**config.mk**
```make
export PLATFORM = sky130hd
export DESIGN_NAME = bus_arbiter
export DESIGN_NICKNAME = d
export VERILOG_FILES = /design/src/rtl/bus_arbiter.sv
export SDC_FILE = /design/constraint.sdc
export NUM_CORES = 1
export LEC_CHECK = 0
export BUFFER_PORTS_ARGS = -buffer_cell sky130_fd_sc_hd__buf_4
export CELL_PAD_IN_SITES_DETAIL_PLACEMENT = 0
export CELL_PAD_IN_SITES_GLOBAL_PLACEMENT = 1
export CORE_UTILIZATION = 40
export DETAILED_ROUTE_END_ITERATION = 8
export PLACE_DENSITY_LB_ADDON = 0.1
export REMOVE_ABC_BUFFERS = 1
export SYNTH_ARGS = -nofsm -noshare
export SYNTH_HDL_FRONTEND = slang
export SYNTH_SLANG_ARGS = --single-unit
```
**constraint.sdc**
```tcl
create_clock -name clk -period 3.25 [get_ports clk]
set_input_delay 0.325 -clock clk [delete_from_list [all_inputs] [get_ports clk]]
set_output_delay 0.325 -clock clk [all_outputs]
set_load 0.005 [all_outputs]
```
**src/rtl/bus_arbiter.sv**
```systemverilog
// -----------------------------------------------------------------------------
// bus_arbiter
//
// Hands ownership of the shared 16-bit BUS to one register block at a time
// (IR, PC, AC, ...) by driving their LDBUS enables. Requesters are served
// round-robin. Between two owners the bus is held idle for one dead cycle
// (TURN) so that two tri-state drivers never overlap.
//
// Optional feature (compile-time macro BUS_ARB_PRIO_EN):
//   defined   - requester 0 (instruction-fetch path) wins every arbitration
//               it takes part in. A grant to requester 0 leaves rr_ptr alone,
//               so the other requesters keep their round-robin order.
//   undefined - pure round-robin over all requesters.
//
// Ports:
//   clk      in   system clock, rising edge
//   rst      in   synchronous active-high reset
//   req      in   [N_REQ] per-requester bus request (level)
//   lock     in   [N_REQ] per-requester hold request (only meaningful with req)
//   ldbus    out  [N_REQ] registered one-hot LDBUS enables
//   grant_id out  [ID_W]  index of the current owner (valid when bus_busy=1)
//   bus_busy out  registered OR of ldbus
// -----------------------------------------------------------------------------
module bus_arbiter #(
    parameter int N_REQ    = 4,
    parameter int MAX_HOLD = 8,
    parameter int ID_W     = 2
) (
    input  logic             clk,
    input  logic             rst,
    input  logic [N_REQ-1:0] req,
    input  logic [N_REQ-1:0] lock,
    output logic [N_REQ-1:0] ldbus,
    output logic [ID_W-1:0]  grant_id,
    output logic             bus_busy
);

    localparam int HOLD_W = $clog2(MAX_HOLD) + 1;

    localparam logic [1:0] S_IDLE  = 2'd0;
    localparam logic [1:0] S_GRANT = 2'd1;
    localparam logic [1:0] S_TURN  = 2'd2;

    logic [1:0]        state;
    logic [ID_W-1:0]   rr_ptr;
    logic [HOLD_W-1:0] hold_cnt;

    logic [1:0]        state_nxt;
    logic [ID_W-1:0]   rr_ptr_nxt;
    logic [HOLD_W-1:0] hold_cnt_nxt;
    logic [N_REQ-1:0]  ldbus_nxt;
    logic [ID_W-1:0]   grant_id_nxt;

    logic [N_REQ-1:0]  owner_oh;
    logic [N_REQ-1:0]  others;
    logic [N_REQ-1:0]  arb_req;
    logic [ID_W:0]     pick_res;
    logic              win_found;
    logic [ID_W-1:0]   win_idx;

    // Returns {found, index} of the first set bit of r, scanning upward from
    // ptr+1 with wrap-around.
    function automatic logic [ID_W:0] pick(input logic [N_REQ-1:0] r,
                                           input logic [ID_W-1:0]  ptr);
        logic            found;
        logic [ID_W-1:0] idx;
        logic [ID_W-1:0] cand;
        found = 1'b0;
        idx   = '0;
`ifdef BUS_ARB_PRIO_EN
        if (r[0]) begin
            found = 1'b1;
            idx   = '0;
        end
`endif
        for (int i = 1; i <= N_REQ; i++) begin
            cand = ID_W'((int'(ptr) + i) % N_REQ);
            if (!found && r[cand]) begin
                found = 1'b1;
                idx   = cand;
            end
        end
        return {found, idx};
    endfunction

    // In TURN the previous owner is masked out whenever anyone else is
    // waiting. Plain round-robin already ranks it last, but with the priority
    // option requester 0 would otherwise win back-to-back forever.
    always_comb begin
        owner_oh = N_REQ'(1) << grant_id;
        others   = req & ~owner_oh;
        arb_req  = req;
        if (state == S_TURN && others != '0) begin
            arb_req = others;
        end
        pick_res  = pick(arb_req, rr_ptr);
        win_found = pick_res[ID_W];
        win_idx   = pick_res[ID_W-1:0];
    end

    always_comb begin
        state_nxt    = state;
        rr_ptr_nxt   = rr_ptr;
        hold_cnt_nxt = hold_cnt;
        ldbus_nxt    = ldbus;
        grant_id_nxt = grant_id;
        case (state)
            S_IDLE, S_TURN: begin
                if (win_found) begin
                    state_nxt    = S_GRANT;
                    ldbus_nxt    = N_REQ'(1) << win_idx;
                    grant_id_nxt = win_idx;
                    hold_cnt_nxt = '0;
                end else begin
                    state_nxt = S_IDLE;
                    ldbus_nxt = '0;
                end
            end
            S_GRANT: begin
                // Dropping req is treated exactly like dropping lock.
                if (req[grant_id] && lock[grant_id] &&
                    hold_cnt < HOLD_W'(MAX_HOLD - 1)) begin
                    hold_cnt_nxt = hold_cnt + 1'b1;
                end else begin
                    state_nxt    = S_TURN;
                    ldbus_nxt    = '0;
                    hold_cnt_nxt = '0;
`ifdef BUS_ARB_PRIO_EN
                    if (grant_id != '0) begin
                        rr_ptr_nxt = grant_id;
                    end
`else
                    rr_ptr_nxt = grant_id;
`endif
                end
            end
            default: begin
                state_nxt    = S_IDLE;
                ldbus_nxt    = '0;
                hold_cnt_nxt = '0;
            end
        endcase
    end

    always_ff @(posedge clk) begin
        if (rst) begin
            state    <= S_IDLE;
            ldbus    <= '0;
            grant_id <= '0;
            bus_busy <= 1'b0;
            rr_ptr   <= ID_W'(N_REQ - 1);
            hold_cnt <= '0;
        end else begin
            state    <= state_nxt;
            ldbus    <= ldbus_nxt;
            grant_id <= grant_id_nxt;
            bus_busy <= |ldbus_nxt;
            rr_ptr   <= rr_ptr_nxt;
            hold_cnt <= hold_cnt_nxt;
        end
    end

endmodule

```
==> flow_summary_export.csv, run 1 <==
group,metric,value,unit
sta,report.final.setup_viol,0,
logic_synthesis,synthTopCellsByArea,"sky130_fd_sc_hd__dfxtp_1, sky130_fd_sc_hd__o21ai_0, sky130_fd_sc_hd__nand2_1, sky130_fd_sc_hd__a21oi_1, sky130_fd_sc_hd__nor2_1",
logic_synthesis,netlist_instances,110,
grt,grt_pass1_wl,3.84,mm
logic_synthesis,synthesis.area,902,um2
die,io_pins,17,
logic_synthesis,synth_fa_ha_area_frac,0.0139,
die,design.die.area,2450,um2
logic_synthesis,synth-xor-area-share,0,
cells_and_area,post_route_cells_drive_above_1_share,0.203,
logic_synthesis,synth_compound_gate_area_share,0.270,
drt,dr_total_vias,898,
setup_path,setup.worst_path.start_class,"flip-flop",
grt,aggregate_global_routing_overflow,0,
logic_synthesis,synth_top_family_by_area,"simple AND/OR/NAND/NOR gates",
grt,grt_util_all_layers,0.203,
cts,cts.reportedPaths.clkPinSlew,90,ps
drt,totalWireLength,2.23,mm
setup_path,critPathCaptureType,"flip-flop",
cts,cts.repair_timing.setup_buffer_count,0,
drt,drt-vias-per-instance,5.99,
setup_path,critical_path_peak_fanout,7,
cts,cts.hold.buffers_added,0,
cells_and_area,insertedDiodeCount,0,
place,place.gp.congestion,0.815,
logic_synthesis,ys_seq_area_frac,0.333,
drt,drtPass1Iterations,4,
job,maxCapViolations,0,
grt,number_of_global_route_vias_before_repair,835,
pwr,post-layout-total-power,0.426,mW
grt,grt_antenna_before_repair,0,
logic_synthesis,yosys_warnings,0,
logic_synthesis,post_synth_edffs,0,
sta,grt_setup_unrepaired,"false",
place,post-dp-hpwl,1.67,mm
pwr,worst_ir_drop_vdd,0.288,mV
sta,final-max-slew-violation-count,0,
logic_synthesis,synth_top_flop_cell,"sky130_fd_sc_hd__dfxtp_1",
cts,cts_made_buffers,3,
grt,pin_count_of_the_biggest_net_entering_global_routing,12,
logic_synthesis,synthArstFlopShare,0,
logic_synthesis,postSynthRegisterBits,15,
place,place_worst_setup_slack,1070,ps
logic_synthesis,synth_top_area_cell,"sky130_fd_sc_hd__dfxtp_1",
setup_path,path_cells,"or3b_1, or3b_1, a222oi_1, o21ai_0",
drt,final_routed_wire_length_divided_by_cell_count,14.8,um
die,starting_utilization_of_the_core_area,0.442,
die,die_h,49.5,um
place,portBuffers,16,
drt,initialDrtViolationCount,35,
cts,clock-sinks,15,
cts,clockBufferDepth,2,
drt,drc,0,
setup_path,cpPeakStageDelay,590,ps
logic_synthesis,muxShareOfSynthArea,0.0596,
cts,worst_skew_late_latency,280,ps
sta,fmax,453,MHz
sta,hold_ws,293,ps
sta,final.min_clock_period,2210,ps
pwr,power_per_cell_area,405,nW/um2
logic_synthesis,synth.distinct_cells,41,
sta,timing.final.hold_violations,0,
setup_path,worst-endpoint-arrival,2340,ps
cts,htree_num_levels,1,
sta,skew,8.47,ps
setup_path,cp_slowest_cell,"sky130_fd_sc_hd__a222oi_1",
sta,fin_ws,1040,ps
cells_and_area,area_growth_syn_to_layout,16.5,%
sta,timing.final.crit_share,0.680,
die,core.rowCount,16,
sta,totalNegativeSetupSlack,0,ps
cells_and_area,design.final.nets,135,
hold_path,hold_path.class,"in2reg",
cts,cts_tree,"done",
setup_path,critPathKind,"reg2reg",
logic_synthesis,syn-mean-instance-area,8.20,um2
status,result_of_the_run,"finished clean",
logic_synthesis,synthSimpleGateAreaFrac,0.272,
die,core_area,2040,um2
sta,slew_headroom,0.449,
logic_synthesis,post-synth-top-area-fraction,0.333,
setup_path,worst_ep_required_time,3380,ps
sta,actual_transition_at_the_worst_max_transition_pin,824,ps
drt,route.antenna.remaining_nets,0,
die,die_width,49.5,um
cts,clock-root-buffer,"sky130_fd_sc_hd__clkbuf_4",
cts,cts_resized,0,
setup_path,critPathMostFrequentCell,"sky130_fd_sc_hd__or3b_1",
pwr,power.leakage,0.404,nW
## state kept, by name, summed over array words and instances, names as in the netlist
| signal | flops |
|---|---|
| hold_cnt | 4 |
| ldbus | 4 |
| grant_id | 2 |
| rr_ptr | 2 |
| state | 2 |
| bus_busy | 1 |
## cells by family (layout without fill, tap and decap cells)
kind of cell    count (synthesis)  in the layout
compound gates                 36             36
fa+ha+maj                       1              1
buf+inv                        11             24
flops                          15             15
mux                             4              4
simple gates                   43             43
## cell usage in the layout, fill, tap and decap left out, types with 3 or more instances in the layout
master | netlist | layout
sky130_fd_sc_hd__buf_4 | 0 | 16
sky130_fd_sc_hd__inv_1 | 4 | 4
sky130_fd_sc_hd__o211ai_1 | 3 | 3
sky130_fd_sc_hd__nor2_1 | 7 | 7
sky130_fd_sc_hd__nand4_1 | 4 | 4
sky130_fd_sc_hd__dfxtp_1 | 15 | 15
sky130_fd_sc_hd__nor3_1 | 5 | 5
sky130_fd_sc_hd__o21a_1 | 3 | 3
sky130_fd_sc_hd__nand2_1 | 12 | 12
sky130_fd_sc_hd__a21oi_1 | 6 | 6
sky130_fd_sc_hd__clkbuf_4 | 0 | 3
sky130_fd_sc_hd__o21ai_0 | 10 | 10
## power breakdown
group          switching, mW  internal (mW)  leakage [nW]  total, mW
Sequential            0.0200          0.198         0.123      0.218
Clock                 0.0570         0.0476        0.0150      0.105
Combinational         0.0524         0.0508         0.266      0.103
## critical path, delay by kind of cell (launching register included)
kind,cells,cell delay [ps]
AND/OR/NAND/NOR,2,820
AO/OA/AOI/OAI,2,800
flip-flops,1,450
## per-stage QoR
stage / util / cells / area, um2
2_1_floorplan: - / 103 / 871
4_1_cts: 0.515 / 150 / 1050
3_3_place_gp: 0.502 / 146 / 1020
6_report: 0.515 / 150 / 1050
3_5_place_dp: 0.502 / 146 / 1020
5_1_grt: 0.515 / 150 / 1050
## per-layer routing
metal	routed length [um]	global-route usage	vias to the layer above
met2	1010	0.304	26
met3	114	0.0556	0
li1	-	-	444
met1	1100	0.295	428
met5	0	0	-
met4	0	0.0286	0
## synth_stat cells (2+ instances only)
library cell               number
sky130_fd_sc_hd__a21o_1         2
sky130_fd_sc_hd__a21oi_1        6
sky130_fd_sc_hd__buf_2          4
sky130_fd_sc_hd__clkbuf_1       3
sky130_fd_sc_hd__dfxtp_1       15
sky130_fd_sc_hd__inv_1          4
sky130_fd_sc_hd__mux2i_1        2
sky130_fd_sc_hd__nand2_1       12
sky130_fd_sc_hd__nand4_1        4
sky130_fd_sc_hd__nand4b_1       2
sky130_fd_sc_hd__nor2_1         7
sky130_fd_sc_hd__nor2b_1        2
sky130_fd_sc_hd__nor3_1         5
sky130_fd_sc_hd__o211ai_1       3
sky130_fd_sc_hd__o21a_1         3
sky130_fd_sc_hd__o21ai_0       10
sky130_fd_sc_hd__or3b_1         2
## area by class of cell
type	instances	area, um2
timing repair buffer	16	120
clock buffer	4	26.3
tap	27	33.8
multi-input combinational	84	556
fill	207	991
inverter	4	15.0
sequential	15	300
## path summary, 6_finish.rpt
path	depth (start not counted)	slack [ps]	endpoint	from
setup / recovery	4	1040	ldbus[3]	state[1]
hold / removal	2	290	hold_cnt[0]	rst
setup reg to reg	4	1040	ldbus[3]	state[1]
hold reg to reg	2	500	ldbus[1]	ldbus[1]
Note: power is estimated with default switching activity, not from simulation.
==> inputs of run 2 (changes only) <==
--- a/config.mk
+++ b/config.mk
@@ -8,7 +8,7 @@
 export BUFFER_PORTS_ARGS = -buffer_cell sky130_fd_sc_hd__buf_4
 export CELL_PAD_IN_SITES_DETAIL_PLACEMENT = 0
 export CELL_PAD_IN_SITES_GLOBAL_PLACEMENT = 1
-export CORE_UTILIZATION = 40
+export CORE_UTILIZATION = 35
 export DETAILED_ROUTE_END_ITERATION = 8
 export PLACE_DENSITY_LB_ADDON = 0.1
 export REMOVE_ABC_BUFFERS = 1
==> constraint.sdc (replaced) <==
create_clock -name clk -period 1.9 [get_ports clk]
set_input_delay 0.19 -clock clk [delete_from_list [all_inputs] [get_ports clk]]
set_output_delay 0.19 -clock clk [all_outputs]
set_load 0.005 [all_outputs]
==> flow_summary_export.csv, run 2 (synthesis results as in run 1) <==
group,metric,value,unit
status,result_of_the_run,"finished clean",
setup_path,startpoint,"state[0]",
grt,pin_count_of_the_biggest_net_entering_global_routing,12,
cts,clockBufferDepth,2,
cells_and_area,postLayoutCellArea,1190,um2
die,design.die.area,2780,um2
drt,dr_total_vias,961,
sta,timing.final.hold_violations,0,
sta,actual_transition_at_the_worst_max_transition_pin,460,ps
setup_path,worstRegToRegCells,7,
sta,grt_setup_unrepaired,"true",
setup_path,worst-endpoint-arrival,2060,ps
cells_and_area,postLayoutCoreUtil,0.483,
pwr,post-layout-total-power,0.784,mW
setup_path,worst_r2r_startpoint,"state[0]",
cells_and_area,final_cell_mix,"sky130_fd_sc_hd__buf_4, sky130_fd_sc_hd__dfxtp_1, sky130_fd_sc_hd__nand2_1",
cells_and_area,post_route_cells_drive_above_1_share,0.331,
drt,totalWireLength,2.48,mm
cts,htree_num_levels,1,
cells_and_area,insertedDiodeCount,0,
sta,final.min_clock_period,1840,ps
cells_and_area,filler_cell_count,243,
drt,initialDrtViolationCount,16,
place,placedInstanceArea,1100,um2
cts,cts.hold.buffers_added,0,
job,maxCapViolations,0,
sta,final-max-slew-violation-count,0,
cells_and_area,final_common_cell,"sky130_fd_sc_hd__buf_4",
cells_and_area,multi_input_comb_area,583,um2
grt,aggregate_global_routing_overflow,0,
drt,drc,0,
grt,number_of_global_route_vias_before_repair,884,
die,core_area,2450,um2
place,portBuffers,16,
cts,worst_skew_late_latency,280,ps
place,placed_cells_incl_taps,159,
die,die_h,52.8,um
die,starting_utilization_of_the_core_area,0.367,
sta,slew_headroom,0.689,
sta,report.final.setup_viol,0,
cts,cts_made_buffers,3,
cells_and_area,area_growth_syn_to_layout,31.5,%
sta,skew,6.30,ps
setup_path,critPathCaptureType,"flip-flop",
cts,cts.reportedPaths.clkPinSlew,90,ps
cells_and_area,design.final.nets,148,
drt,route.antenna.remaining_nets,0,
die,core.rowCount,18,
drt,drtPass1Iterations,4,
grt,grt_util_all_layers,0.208,
die,io_pins,17,
setup_path,critPathKind,"reg2reg",
setup_path,critical_path_peak_fanout,5,
pwr,worst_ir_drop_vdd,0.488,mV
setup_path,setup.worst_path.start_class,"flip-flop",
sta,fmax,544,MHz
hold_path,hold_path.class,"in2reg",
sta,timing.final.crit_share,0.968,
setup_path,worst_setup_path_endpoint,"ldbus[2]",
pwr,power_per_cell_area,661,nW/um2
die,die_width,52.8,um
cells_and_area,biggestRegsByFlops,"hold_cnt: 4 flops, ldbus: 4 flops",
grt,grt_pass1_wl,4.19,mm
place,post-dp-hpwl,1.87,mm
cells_and_area,regArea,303,um2
drt,final_routed_wire_length_divided_by_cell_count,14.9,um
place,place.gp.congestion,0.789,
setup_path,worst_ep_required_time,2120,ps
grt,grt_antenna_before_repair,0,
setup_path,crit-reg2reg-capture,"ldbus[2]",
setup_path,r2r_setup_slack,60,ps
cts,clock-root-buffer,"sky130_fd_sc_hd__clkbuf_4",
drt,drt-vias-per-instance,5.79,
cts,clock-sinks,15,
sta,totalNegativeSetupSlack,0,ps
pwr,power.leakage,0.476,nW
cells_and_area,instances_no_fill,166,
cts,cts_tree,"done",
run 2: per-layer routing:
metal | track usage | up-vias | share of wire
met1 | 0.291 | 460 | 0.51
met5 | 0 | - | 0
met2 | 0.323 | 23 | 0.45
met3 | 0.0522 | 0 | 0.046
li1 | - | 478 | -
met4 | 0.0307 | 0 | 0
run 2: area by class of cell:
cell class	count	share of cell area
inverter	4	0.0127
sequential	15	0.255
multi-input combinational	84	0.492
timing repair buffer	29	0.187
clock buffer	4	0.0222
tap	30	0.0316
run 2: worst max-delay path: stages, from the launching register on:
cell	delay [ps]
sky130_fd_sc_hd__dfxtp_2	340
sky130_fd_sc_hd__buf_6	120
sky130_fd_sc_hd__nand4b_1	270
sky130_fd_sc_hd__a211oi_2	260
sky130_fd_sc_hd__o211ai_1	120
sky130_fd_sc_hd__a222oi_1	340
sky130_fd_sc_hd__buf_4	200
sky130_fd_sc_hd__a32o_1	140
run 2: worst min-delay path by stage:
| stage | from | endpoint | slack (ps) | cells past startpoint |
|---|---|---|---|---|
| floorplan | rst | grant_id[1] | 260 | 1 |
| global placement | rst | hold_cnt[1] | 460 | 2 |
| detailed placement | rst | hold_cnt[1] | 460 | 2 |
| CTS | rst | hold_cnt[1] | 150 | 2 |
| global route | rst | hold_cnt[1] | 150 | 2 |
| finish | rst | hold_cnt[1] | 160 | 2 |
run 2: per-stage QoR:
| stage | hold WS [ps] | setup WS [ps] |
|---|---|---|
| 2_1_floorplan | 259 | 18.2 |
| 3_3_place_gp | 459 | 35.9 |
| 3_5_place_dp | 460 | 4.91 |
| 4_1_cts | 153 | 35.5 |
| 5_1_grt | 155 | -25.5 |
| 6_report | 162 | 61.7 |
run 2: where the power goes:
| part | internal [mW] | switching (mW) | total, mW |
|---|---|---|---|
| Combinational | 0.124 | 0.119 | 0.243 |
| Sequential | 0.340 | 0.0227 | 0.363 |
| Clock | 0.0814 | 0.0965 | 0.178 |
run 2: repair_timing:
action                                  CTS  global route
endpoints found under the setup margin    1            10
resized for setup                         1            12
pin swaps                                 0             4
buffers inserted                          0             3
==> inputs of run 3 (changes only) <==
--- a/config.mk
+++ b/config.mk
@@ -8,10 +8,10 @@
 export BUFFER_PORTS_ARGS = -buffer_cell sky130_fd_sc_hd__buf_4
 export CELL_PAD_IN_SITES_DETAIL_PLACEMENT = 0
 export CELL_PAD_IN_SITES_GLOBAL_PLACEMENT = 1
+export CORE_MARGIN = 1
 export CORE_UTILIZATION = 35
 export DETAILED_ROUTE_END_ITERATION = 8
 export PLACE_DENSITY_LB_ADDON = 0.1
-export REMOVE_ABC_BUFFERS = 1
 export SYNTH_ARGS = -nofsm -noshare
 export SYNTH_HDL_FRONTEND = slang
 export SYNTH_SLANG_ARGS = --single-unit
==> constraint.sdc (replaced) <==
create_clock -name clk -period 1.9 [get_ports clk]
set_input_delay 0.19 -clock clk [delete_from_list [all_inputs] [get_ports clk]]
set_output_delay 0.19 -clock clk [all_outputs]
set_load 0.1 [all_outputs]
==> flow_summary_export.csv, run 3 (synthesis results as in run 1) <==
group,metric,value,unit
status,result_of_the_run,"finished clean",
die,die_width,52.8,um
cts,cts_tree,"done",
cts,clock-sinks,15,
drt,totalWireLength,2.48,mm
setup_path,worst_path_buf_inv,3,
grt,grt_util_all_layers,0.203,
die,io_pins,17,
pwr,power_per_cell_area,737,nW/um2
sta,skew,1.19,ps
sta,slew_headroom,0.748,
sta,timing.final.crit_share,0.975,
cells_and_area,post_route_cells_drive_above_1_share,0.351,
drt,final_routed_wire_length_divided_by_cell_count,15.1,um
job,maxCapViolations,0,
sta,grt_setup_unrepaired,"true",
sta,hold_ws,173,ps
grt,number_of_global_route_vias_before_repair,859,
cts,cts_made_buffers,3,
cells_and_area,final_common_cell,"sky130_fd_sc_hd__buf_4",
cells_and_area,design.final.nets,146,
setup_path,worst_ep_required_time,2080,ps
drt,drtPass1Iterations,4,
cts,worst_skew_late_latency,280,ps
hold_path,hold_crit_depth,2,
logic_synthesis,postSynthNetCount,121,
place,portBuffers,16,
setup_path,r2r_setup_slack,50,ps
sta,actual_transition_at_the_worst_max_transition_pin,375,ps
cells_and_area,postLayoutCoreUtil,0.488,
setup_path,cpPeakStageDelay,330,ps
grt,pin_count_of_the_biggest_net_entering_global_routing,12,
pwr,worst_ir_drop_vdd,0.628,mV
sta,report.final.setup_viol,0,
setup_path,critPathKind,"reg2reg",
pwr,post-layout-total-power,0.883,mW
setup_path,critPathCaptureType,"flip-flop",
setup_path,path_cells,"buf_6, nand4b_1, buf_4, buf_4, o21ai_0, a22oi_2, o21a_1, a32o_1",
cells_and_area,area_growth_syn_to_layout,32.7,%
grt,grt_antenna_before_repair,0,
sta,timing.final.hold_violations,0,
setup_path,critical_path_peak_fanout,6,
setup_path,crit_family,"compound AO/OA/AOI/OAI gates",
setup_path,worst-endpoint-arrival,2030,ps
place,place.gp.congestion,0.903,
setup_path,crit-reg2reg-capture,"ldbus[2]",
hold_path,min_delay_worst_endpoint,"grant_id[1]",
die,design.die.area,2780,um2
hold_path,hold_path.class,"in2reg",
cts,clockBufferDepth,2,
pwr,power.leakage,0.472,nW
drt,initialDrtViolationCount,23,
cts,htree_num_levels,1,
setup_path,critPathMostFrequentCell,"sky130_fd_sc_hd__buf_4",
place,post-dp-hpwl,1.81,mm
cells_and_area,insertedDiodeCount,0,
die,core.rowCount,18,
cts,cts.hold.buffers_added,0,
cells_and_area,biggestRegsByFlops,"hold_cnt: 4 flops, ldbus: 4 flops",
drt,dr_total_vias,948,
die,core_area,2450,um2
drt,drt-vias-per-instance,5.78,
die,die_h,52.8,um
drt,drc,0,
sta,final-max-slew-violation-count,0,
grt,grt_pass1_wl,4.00,mm
sta,fmax,540,MHz
die,starting_utilization_of_the_core_area,0.367,
cts,cts.reportedPaths.clkPinSlew,90,ps
sta,final.min_clock_period,1850,ps
cts,clock-root-buffer,"sky130_fd_sc_hd__clkbuf_4",
cells_and_area,final_cell_mix,"sky130_fd_sc_hd__buf_4, sky130_fd_sc_hd__nand2_1, sky130_fd_sc_hd__dfxtp_1",
drt,route.antenna.remaining_nets,0,
grt,aggregate_global_routing_overflow,0,
setup_path,setup.worst_path.start_class,"flip-flop",
setup_path,worst_r2r_startpoint,"state[0]",
hold_path,hold_path.startpoint,"rst",
setup_path,cp_slowest_cell,"sky130_fd_sc_hd__dfxtp_2",
setup_path,worstRegToRegCells,8,
[run 3: layout make-up]
| cell class | instances | area, um2 |
|---|---|---|
| Inverter | 4 | 15.0 |
| Fill cell | 248 | 1260 |
| Clock buffer | 4 | 26.3 |
| Multi-Input combinational cell | 84 | 602 |
| Timing Repair Buffer | 27 | 206 |
| Tap cell | 30 | 37.5 |
| Sequential cell | 15 | 310 |
[run 3: stage by stage]
| stage | TNS (ps) | worst slack, ps | instances | cell area (um2) |
|---|---|---|---|---|
| 6_report | 0 | 47.5 | 164 | 1200 |
| 5_1_grt | -85.8 | -39.4 | 164 | 1200 |
| 4_1_cts | 0 | 7.52 | 161 | 1150 |
| 3_5_place_dp | -7.86 | -7.86 | 157 | 1120 |
| 3_3_place_gp | 0 | 27.8 | 157 | 1120 |
| 2_1_floorplan | -444 | -80.9 | 110 | 940 |
[run 3: repair_timing]
item / CTS / global route
pin swaps: 0 / 3
gates cloned: 0 / 0
resized for setup: 1 / 11
endpoints found under the setup margin: 1 / 8
setup buffers: 0 / 3
[run 3: power breakdown]
part | switching [mW] | internal [mW] | total [mW]
Sequential | 0.0272 | 0.341 | 0.368
Combinational | 0.217 | 0.120 | 0.336
Clock | 0.0973 | 0.0814 | 0.179
Total | 0.341 | 0.542 | 0.883
[run 3: worst max path at each step]
stage	startpoint	end	slack (ps)	cells past startpoint
after global routing	grant_id[1]	ldbus[2]	-40	5
after global placement	state[1]	ldbus[0]	30	5
final	state[0]	ldbus[2]	50	8
after CTS	grant_id[1]	ldbus[2]	8	5
after detailed placement	grant_id[1]	ldbus[0]	-8	5
after floorplan	grant_id[0]	ldbus[2]	-80	6
[run 3: layer usage]
layer	routed length (um)	track usage	share of wire	vias up
met5	0	0	0	-
met4	12	0.0395	0.0048	0
met3	76	0.0522	0.031	2
met2	1160	0.316	0.47	15
met1	1230	0.280	0.50	460
li1	-	-	-	471
